--- config.mk ---
export PLATFORM = sky130hd
export DESIGN_NAME = mem_initiator_flat
export DESIGN_NICKNAME = d
export VERILOG_FILES = /design/src/rtl/mem_initiator_pkg.sv /design/src/rtl/mem_initiator_if.sv /design/src/rtl/mem_lane_unit.sv /design/src/rtl/mem_initiator.sv /design/src/flat_wrapper.sv
export SDC_FILE = /design/constraint.sdc
export NUM_CORES = 1
export LEC_CHECK = 0
export ABC_AREA = 0
export BUFFER_PORTS_ARGS = -buffer_cell sky130_fd_sc_hd__buf_2
export CAP_MARGIN = 25
export CORE_ASPECT_RATIO = 1.5
export CORE_MARGIN = 2
export CORE_UTILIZATION = 30
export DETAILED_ROUTE_END_ITERATION = 8
export SETUP_SLACK_MARGIN = 0.1
export SLEW_MARGIN = 10
export SYNTH_ARGS = -nofsm -noshare
export SYNTH_HDL_FRONTEND = slang
export SYNTH_SLANG_ARGS = --single-unit
--- constraint.sdc ---
create_clock -name clk -period 4.85 [get_ports clk]
set_clock_uncertainty 0.2 [all_clocks]
set_input_delay 0.485 -clock clk [delete_from_list [all_inputs] [get_ports clk]]
set_output_delay 0.485 -clock clk [all_outputs]
set_load 0.01 [all_outputs]
--- src/rtl/mem_initiator_pkg.sv ---
// Shared encodings for the load/store memory initiator: access sizes, FSM states
// and the big-endian lane position helper.
package mem_initiator_pkg;

    localparam int DATA_W = 32;

    localparam logic [1:0] SZ_BYTE = 2'b00;
    localparam logic [1:0] SZ_HALF = 2'b01;
    localparam logic [1:0] SZ_WORD = 2'b10;

    typedef enum logic [2:0] {
        IDLE,
        RD,
        CAP,
        WR,
        RESP
    } state_t;

    // Bit position of the LSB of the addressed lane; byte k sits at [31-8k -: 8].
    function automatic logic [4:0] lane_shift(input logic [1:0] offset, input logic [1:0] size);
        logic [4:0] shift;
        case (size)
            SZ_BYTE: shift = {~offset, 3'b000};
            SZ_HALF: shift = {~offset[1], 4'b0000};
            default: shift = 5'd0;
        endcase
        return shift;
    endfunction

endpackage

--- src/rtl/mem_initiator_if.sv ---
// Request/response handshake and single-port memory bus of the load/store initiator.
interface mem_initiator_if #(
    parameter int ADDR_W = 32
);
    logic              req_valid;
    logic              req_ready;
    logic              req_we;
    logic [1:0]        req_size;
    logic              req_sign;
    logic [ADDR_W-1:0] req_addr;
    logic [31:0]       req_wdata;

    logic              rsp_valid;
    logic [31:0]       rsp_rdata;
    logic              rsp_err;

    logic              mem_cs;
    logic              mem_oe;
    logic              mem_we;
    logic [ADDR_W-1:0] mem_addr;
    logic [31:0]       mem_din;
    logic [31:0]       mem_dout;

    modport master (
        input  req_valid, req_we, req_size, req_sign, req_addr, req_wdata, mem_dout,
        output req_ready, rsp_valid, rsp_rdata, rsp_err,
        output mem_cs, mem_oe, mem_we, mem_addr, mem_din
    );

    modport slave (
        output req_valid, req_we, req_size, req_sign, req_addr, req_wdata, mem_dout,
        input  req_ready, rsp_valid, rsp_rdata, rsp_err,
        input  mem_cs, mem_oe, mem_we, mem_addr, mem_din
    );

endinterface

--- src/rtl/mem_lane_unit.sv ---
// Combinational big-endian lane logic: load extraction/extension, sub-word merge
// and the alignment/size legality check.
module mem_lane_unit
    import mem_initiator_pkg::*;
(
    input  logic [31:0] rdata,
    input  logic [1:0]  offset,
    input  logic [1:0]  size,
    input  logic        sign,
    input  logic [15:0] wdata,
    output logic [31:0] load_val,
    output logic [31:0] merged,
    output logic        misalign
);

    logic [4:0]  shift;
    logic [15:0] lane;

    always_comb begin
        shift    = lane_shift(offset, size);
        lane     = 16'(rdata >> shift);
        load_val = rdata;
        merged   = rdata;
        misalign = 1'b0;
        case (size)
            SZ_BYTE: begin
                load_val = {{24{sign & lane[7]}}, lane[7:0]};
                merged   = (rdata & ~(32'h0000_00FF << shift)) | ({24'h0, wdata[7:0]} << shift);
            end
            SZ_HALF: begin
                load_val = {{16{sign & lane[15]}}, lane};
                merged   = (rdata & ~(32'h0000_FFFF << shift)) | ({16'h0, wdata} << shift);
                misalign = offset[0];
            end
            SZ_WORD: begin
                misalign = |offset;
            end
            default: begin
                misalign = 1'b1;
            end
        endcase
    end

endmodule

--- src/rtl/mem_initiator.sv ---
// Load/store bus initiator: one request at a time, word-aligned memory cycles,
// read-modify-write for sub-word stores and a one-cycle response pulse.
module mem_initiator
    import mem_initiator_pkg::*;
#(
    parameter int ADDR_W = 32
) (
    input  logic clk,
    input  logic reset,
    mem_initiator_if.master bus
);

    state_t            state, state_next;
    logic              store_q, sign_q, err_q;
    logic [1:0]        size_q, off_q;
    logic [15:0]       wdata_q;
    logic [31:0]       rdata_q, din_q;
    logic [ADDR_W-1:0] addr_q;

    logic              accept;
    logic [1:0]        lane_off, lane_size;
    logic [31:0]       load_val, merged;
    logic              misalign;
    logic              ready, cs, oe, we, rsp;

    // The lane unit checks the live request in IDLE and works on the latched one afterwards.
    assign lane_off  = (state == IDLE) ? bus.req_addr[1:0] : off_q;
    assign lane_size = (state == IDLE) ? bus.req_size : size_q;
    assign accept    = (state == IDLE) && bus.req_valid;

    mem_lane_unit u_lane (
        .rdata    (bus.mem_dout),
        .offset   (lane_off),
        .size     (lane_size),
        .sign     (sign_q),
        .wdata    (wdata_q),
        .load_val (load_val),
        .merged   (merged),
        .misalign (misalign)
    );

    always_ff @(posedge clk) begin
        if (reset) begin
            state <= IDLE;
        end else begin
            state <= state_next;
        end
    end

    always_comb begin
        state_next = state;
        ready      = 1'b0;
        cs         = 1'b0;
        oe         = 1'b0;
        we         = 1'b0;
        rsp        = 1'b0;
        case (state)
            IDLE: begin
                ready = 1'b1;
                if (bus.req_valid) begin
                    if (misalign) begin
                        state_next = RESP;
                    end else if (bus.req_we && bus.req_size == SZ_WORD) begin
                        state_next = WR;
                    end else begin
                        state_next = RD;
                    end
                end
            end
            RD: begin
                cs         = 1'b1;
                oe         = 1'b1;
                state_next = CAP;
            end
            CAP: begin
                state_next = store_q ? WR : RESP;
            end
            WR: begin
                cs         = 1'b1;
                we         = 1'b1;
                state_next = RESP;
            end
            RESP: begin
                rsp        = 1'b1;
                state_next = IDLE;
            end
            default: begin
                state_next = IDLE;
            end
        endcase
    end

    // Request fields are captured once at acceptance; CAP fills either the load result or the merged word.
    always_ff @(posedge clk) begin
        if (reset) begin
            store_q <= 1'b0;
            sign_q  <= 1'b0;
            err_q   <= 1'b0;
            size_q  <= SZ_BYTE;
            off_q   <= 2'b00;
            wdata_q <= '0;
            rdata_q <= '0;
            din_q   <= '0;
            addr_q  <= '0;
        end else begin
            if (accept) begin
                store_q <= bus.req_we;
                sign_q  <= bus.req_sign;
                size_q  <= bus.req_size;
                off_q   <= bus.req_addr[1:0];
                wdata_q <= bus.req_wdata[15:0];
                err_q   <= misalign;
                rdata_q <= '0;
                if (!misalign) begin
                    addr_q <= {bus.req_addr[ADDR_W-1:2], 2'b00};
                    if (bus.req_we && bus.req_size == SZ_WORD) begin
                        din_q <= bus.req_wdata;
                    end
                end
            end
            if (state == CAP) begin
                if (store_q) begin
                    din_q <= merged;
                end else begin
                    rdata_q <= load_val;
                end
            end
        end
    end

    assign bus.req_ready = ready;
    assign bus.mem_cs    = cs;
    assign bus.mem_oe    = oe;
    assign bus.mem_we    = we;
    assign bus.mem_addr  = addr_q;
    assign bus.mem_din   = din_q;
    assign bus.rsp_valid = rsp;
    assign bus.rsp_err   = rsp & err_q;
    assign bus.rsp_rdata = rdata_q;

endmodule

--- src/flat_wrapper.sv ---
// flat-port wrapper written by rule: the top's interface ports become plain ports
module mem_initiator_flat import mem_initiator_pkg::*;
#(
    parameter int ADDR_W = 32
)
  (clk, reset, bus_req_valid, bus_req_we, bus_req_size, bus_req_sign, bus_req_addr, bus_req_wdata, bus_mem_dout, bus_req_ready, bus_rsp_valid, bus_rsp_rdata, bus_rsp_err, bus_mem_cs, bus_mem_oe, bus_mem_we, bus_mem_addr, bus_mem_din);
  mem_initiator_if #(.ADDR_W(ADDR_W)) bus_i ();
  input  logic clk;
  input  logic reset;
  input wire logic [$bits(bus_i.req_valid)-1:0] bus_req_valid;
  input wire logic [$bits(bus_i.req_we)-1:0] bus_req_we;
  input wire logic [$bits(bus_i.req_size)-1:0] bus_req_size;
  input wire logic [$bits(bus_i.req_sign)-1:0] bus_req_sign;
  input wire logic [$bits(bus_i.req_addr)-1:0] bus_req_addr;
  input wire logic [$bits(bus_i.req_wdata)-1:0] bus_req_wdata;
  input wire logic [$bits(bus_i.mem_dout)-1:0] bus_mem_dout;
  output wire logic [$bits(bus_i.req_ready)-1:0] bus_req_ready;
  output wire logic [$bits(bus_i.rsp_valid)-1:0] bus_rsp_valid;
  output wire logic [$bits(bus_i.rsp_rdata)-1:0] bus_rsp_rdata;
  output wire logic [$bits(bus_i.rsp_err)-1:0] bus_rsp_err;
  output wire logic [$bits(bus_i.mem_cs)-1:0] bus_mem_cs;
  output wire logic [$bits(bus_i.mem_oe)-1:0] bus_mem_oe;
  output wire logic [$bits(bus_i.mem_we)-1:0] bus_mem_we;
  output wire logic [$bits(bus_i.mem_addr)-1:0] bus_mem_addr;
  output wire logic [$bits(bus_i.mem_din)-1:0] bus_mem_din;
  assign bus_i.req_valid = bus_req_valid;
  assign bus_i.req_we = bus_req_we;
  assign bus_i.req_size = bus_req_size;
  assign bus_i.req_sign = bus_req_sign;
  assign bus_i.req_addr = bus_req_addr;
  assign bus_i.req_wdata = bus_req_wdata;
  assign bus_i.mem_dout = bus_mem_dout;
  assign bus_req_ready = bus_i.req_ready;
  assign bus_rsp_valid = bus_i.rsp_valid;
  assign bus_rsp_rdata = bus_i.rsp_rdata;
  assign bus_rsp_err = bus_i.rsp_err;
  assign bus_mem_cs = bus_i.mem_cs;
  assign bus_mem_oe = bus_i.mem_oe;
  assign bus_mem_we = bus_i.mem_we;
  assign bus_mem_addr = bus_i.mem_addr;
  assign bus_mem_din = bus_i.mem_din;
  mem_initiator #(.ADDR_W(ADDR_W)) u_core (.clk(clk), .reset(reset), .bus(bus_i));
endmodule
---- Yosys cells after proc, flatten, opt, wreduce, memory -nomap -nowiden ----
Cells that the tools add are included.
storage, ports and cells
  register bits ........................... 120
  bits of input ports ..................... 103
  output and inout bits ................... 102
  logic and storage cells ................. 66
cells by class
  eq/ne operators ......................... 8
  shift operators ......................... 5
  mux-type cells .......................... 24
  bitwise operators ....................... 12
  reduce and logical (&&, ||, !) cells .... 7
operators by type and width
  cell                     number
  $mux W32                 8
  $pmux W32 S2             2
  $and A32 B32 Y32         2
  $not A32 Y32             2
  $or A32 B32 Y32          2
  $shl A16 B5 Y32          1
  $shl A16 B5 Y32 const A  1
  $shl A8 B5 Y32           1
  $shl A8 B5 Y32 const A   1
  $shr A32 B5 Y16          1
  $pmux W3 S4              1
  $pmux W5 S2              1
  $mux W3                  3
  $eq A3 B2 Y1 const B     2
  $mux W2                  3
  $mux W1                  5
  $eq A2 B2 Y1 const B     2
  $reduce_or A2 Y1         2
  $and A1 B1 Y1            3
  $eq A3 B1 Y1 const B     1
  $eq A3 B3 Y1 const B     1
  $logic_not A3 Y1         1
  $pmux W1 S3              1
  $eq A2 B1 Y1 const B     1
  other kinds (6)          8

---- Longest topological paths before layout ----
  word-level depth ........................ 11
  gate-level depth with buffers ........... 11
  mapped depth without buffers ............ 8

---- Hierarchy ----
From an unflattened synthesis, not the netlist that was laid out.
unflattened totals
  cells, all modules ...................... 760
  area total of the unflattened synthesis .. 6063.3 um^2
modules (own cells, without submodules)
  module         instances  cells each  area each (um^2)  seq. area each (um^2)
  mem_initiator  1          548         4660.7            2402.3
  mem_lane_unit  1          212         1402.6            0.0

---- Least setup slack after synthesis ----
Ideal clock, no wire load.
  kind .................................... flip-flop to flip-flop
  start point ............................. register u_core.state[2]
  end point ............................... register u_core.din_q[12], in the netlist u_core.bus.mem_din[12]
  setup time .............................. 0.095 ns
  arrival time ............................ 2.753 ns
  required time ........................... 4.555 ns
  slack ................................... 1.801 ns
  cell stages (with the launch flop) ...... 11
  path buffers ............................ 3
  period minus slack after synthesis ...... 3.049 ns
  cell sequence ........................... dfxtp_1 > buf_6 > or3_1 > buf_6 > mux2_2 > clkbuf_1 > clkinv_1 > ha_1 > o21ai_1 > o22ai_1 > a221oi_1
on the way
  longest elaborated chain between the ends .. 11
  elaborated cells on any way between the ends .. 28
  classes of those cells .................. 3 x eq/ne; 4 x shift; 9 x mux; 8 x bitwise; 4 x reduce/logical
RTL lines
  item                                                      RTL line                                                       RTL
  from (decl)                                               mem_initiator.sv:13                                            state_t state, state_next;
  from (signal assigned)                                    mem_initiator.sv:46                                            state <= state_next;
  $logic_not A3 Y1                                          mem_initiator.sv:27, mem_initiator.sv:28, mem_initiator.sv:29
  $mux W2, on equally long branches                         mem_initiator.sv:28, mem_initiator.sv:27
  $eq A2 B1 Y1 (tied with other cells)                      mem_initiator_pkg.sv:22, mem_lane_unit.sv:25
  $pmux W5 S2                                               mem_initiator_pkg.sv:22                                        case (size)
  $shl A16 B5 Y32 / $shl A8 B5 Y32 (equally long branches)  mem_lane_unit.sv:32, mem_lane_unit.sv:28
  $not A32 Y32, on equally long branches                    mem_lane_unit.sv:32, mem_lane_unit.sv:28
  $and A32 B32 Y32, on equally long branches                mem_lane_unit.sv:32, mem_lane_unit.sv:28
  $or A32 B32 Y32, on equally long branches                 mem_lane_unit.sv:32, mem_lane_unit.sv:28
  $pmux W32 S2                                              mem_lane_unit.sv:25                                            case (size)
  $mux W32                                                  mem_initiator.sv:122                                           if (store_q) begin
  $mux W32 *                                                mem_initiator.sv:121                                           if (state == CAP) begin
  to (signal assigned)                                      mem_initiator.sv:117                                           din_q <= bus.req_wdata;
  to (signal assigned)                                      mem_initiator.sv:123                                           din_q <= merged;
  to (decl)                                                 mem_initiator.sv:17                                            logic [31:0] rdata_q, din_q;
Mark *: on every way between the ends. The rest lies on a longest branch, timed or not.
A chain may end at the register's enable or synchronous reset.

---- Worst setup path in the final report ----
  start point ............................. register u_core.state[1]
  end point ............................... register u_core.din_q[8], in the netlist u_core.bus.mem_din[8]
The elaborated chain is that of the path after synthesis.

==> flow_summary.yaml <==
run_status:
  status: "finished, final reports clean"
route:
  vias: 7156
  drt-pass1-iter-count: 8
  drtIter0Drc: 633
  drc: 0
  viasPerCell: 5.64
  wire_per_inst_um: 20.2
  routed_wl_mm: 25.7
  antenna_left: 0
cts:
  cts_setup_buffers: 0
  cts.sink_count: 120
  cts_root_buf: "clkbuf_16"
  path_clk_slew_ps: 60
  htree_levels: 4
  postCtsHoldBufs: 0
  clk_latency_ps: 420
  cts_made_buffers: 17
  clockBufferDepth: 2
  post_cts_resized: 0
  cts_tree: "yes"
yosys:
  ys.warnings.count: 0
  synth_area_mm2: 0.00647
  synth_edf_count: 0
  synth_seq_area_share: 0.371
  syn_area_per_cell_um2: 7.86
  ys_ff_latch: 120
  syn-instance-count: 824
  ys_async_sr_fraction: 0
  synth_ff_type: "dfxtp_1"
  ys_types: 55
timing:
  finalSetupViolCount: 0
  period_minus_slack_ps: 3660
  slew_headroom: 0.352
  rsz0062_at_grt: "false"
  hold_violations: 0
  fin_crit_sh: 0.755
  final_max_slew_viol_count: 0
  max_freq_mhz: 273
  tns_ps: 0
  worst_pin_slew_ps: 968
worst_setup_path:
  crit_path_top_delay_cell: "or3_1"
  end_kind: "flop"
  cp-start-kind: "flop"
  critPathArrivalTime_ps: 3790
  required_ps: 4980
  reg2reg_slack_ps: 1190
  slowest_delay_ps: 670
  crit_path_max_fanout: 16
  path_cells: "or3_1 > mux2_2 > clkinv_1 > ha_1 > o21ai_1 > o22ai_1 > a221oi_1"
  critical_path_class: "reg -> reg"
floorplanning:
  initial_utilization: 0.306
  design.core.area_mm2: 0.0211
  fp.dieW_um: 124
  num_rows: 65
  dieArea_mm2: 0.0228
  die_h_um: 184
  ioPinCount: 205
placed_design:
  hpwl_mm: 18.9
  port_buffers: 202
  gpl.final_weighted_congestion: 1.01
power:
  total_power_mw: 2.97
  powerDensity_mw_per_mm2: 361
  vdd_ir_drop_max_mv: 0.271
  leakage_nw: 3.37
final_layout:
  drive_above_1_share: 0.287
  area_delta_synth_final_pct: 27.0
  fillers: 2260
  final_common_cell: "buf_2"
  layout_common_cells: "buf_2 (201), nand2_1 (192), a21oi_1 (122), dfxtp_1 (120), o21ai_0 (32)"
  finalNetCount: 1094
  antenna_cells: 0
flow_run:
  max-cap-violations: 0
global_routing:
  antenna_found_initial: 0
  grt_overflow: 0
  grt_pass1_vias: 6725
  grt_max_degree: 50
  grt_usage: 0.222
  grt_pass1_wl_mm: 38.5
hold_path:
  hold_class: "in -> reg"
-- metal layers --
| metal | GRT usage | routed length [um] |
|---|---|---|
| met3 | 0.0558 | 2390 |
| met4 | 0.0971 | 981 |
| met1 | 0.263 | 9710 |
| met2 | 0.374 | 12600 |
| met5 | 0 | 0 |
-- flip-flops by register name, indices dropped and copies added, names as in the netlist --
register and cells:
u_core.bus.rsp_rdata 32, u_core.bus.mem_din 32, u_core.state 3, u_core.store_q 1
u_core.err_q 1, u_core.sign_q 1, u_core.wdata_q 16, u_core.bus.mem_addr 30
u_core.size_q 2, u_core.off_q 2
-- path summary, 6_finish.rpt --
| kind | startpoint | to | cells past startpoint |
|---|---|---|---|
| max | u_core.state[1]$_SDFFE_PP0P_ | u_core.bus.mem_din[8]$_SDFF_PP0_ | 7 |
| min | bus_req_addr[3] | u_core.bus.mem_addr[3]$_SDFFE_PP0P_ | 3 |
| max reg2reg | u_core.state[1]$_SDFFE_PP0P_ | u_core.bus.mem_din[8]$_SDFF_PP0_ | 7 |
| min reg2reg | u_core.bus.mem_addr[7]$_SDFFE_PP0P_ | u_core.bus.mem_addr[7]$_SDFFE_PP0P_ | 2 |
-- power breakdown --
group | switching (mW) | internal (mW) | total, mW
registers | 0.0588 | 1.04 | 1.09
logic | 0.410 | 0.229 | 0.638
clock network | 0.473 | 0.763 | 1.24
total | 0.942 | 2.03 | 2.97
-- worst max-delay path, delay by kind of cell (launching register included) --
family                     cells  cell delay, ps
AOI/OAI and AO/OA              3             980
and+or+nand+nor                1             670
muxes                          1             490
adders and majority gates      1             310
DFF                            1             560
buffers and inverters          1             360
-- cell families after synthesis --
logic type | Yosys count | synth area share
AOI/OAI and AO/OA | 302 | 0.310
DFF | 120 | 0.371
buffers and inverters | 86 | 0.0609
adders and majority gates | 4 | 0.00773
other | 1 | 0.000579
and+or+nand+nor | 279 | 0.195
muxes | 32 | 0.0549
-- per-stage QoR --
stage	setup slack [ps]	std cells	hold slack (ps)	instance area [um2]	utilization
floorplan	1800	825	232	6480	-
detailed placement	1230	1235	243	7630	0.361
finish	1190	1268	91.9	8220	0.389
global route	917	1268	79.1	8220	0.389
CTS	1220	1267	79.4	8210	0.388
global placement	1340	1234	239	7610	0.360
-- synth_stat cells (4+ instances only) --
master	count	area [um2]
and3_1	7	43.8
buf_2	12	60.1
nor2_1	19	71.3
a2111oi_0	4	35.0
a22oi_1	9	67.6
clkbuf_1	52	195
o221ai_1	15	131
o22ai_1	9	56.3
a211oi_1	7	52.6
buf_6	5	56.3
o22a_1	6	52.6
mux2_2	18	203
buf_1	4	15.0
a311oi_1	31	272
nor2b_1	16	100
o21ai_0	33	165
a221oi_1	30	263
inv_1	6	22.5
a21oi_1	122	611
a32oi_1	12	105
nand2_1	192	721
a21o_1	9	67.6
nor3_1	12	60.1
buf_4	5	37.5
dfxtp_1	120	2400
mux2i_1	11	110
or3_1	8	50.1
a2bb2oi_1	6	52.6
ha_1	4	50.1
-- cell type report --
type,instances,area [um2],share of cell area
Multi-Input combinational cell,619,3710,0.451
Sequential cell,120,2400,0.292
Timing Repair Buffer,221,1180,0.143
Clock buffer,19,443,0.0539
Tap cell,268,335,0.0408
Clock inverter,13,130,0.0158
Inverter,8,30.0,0.00365
Power figures use the tool's default switching activity.
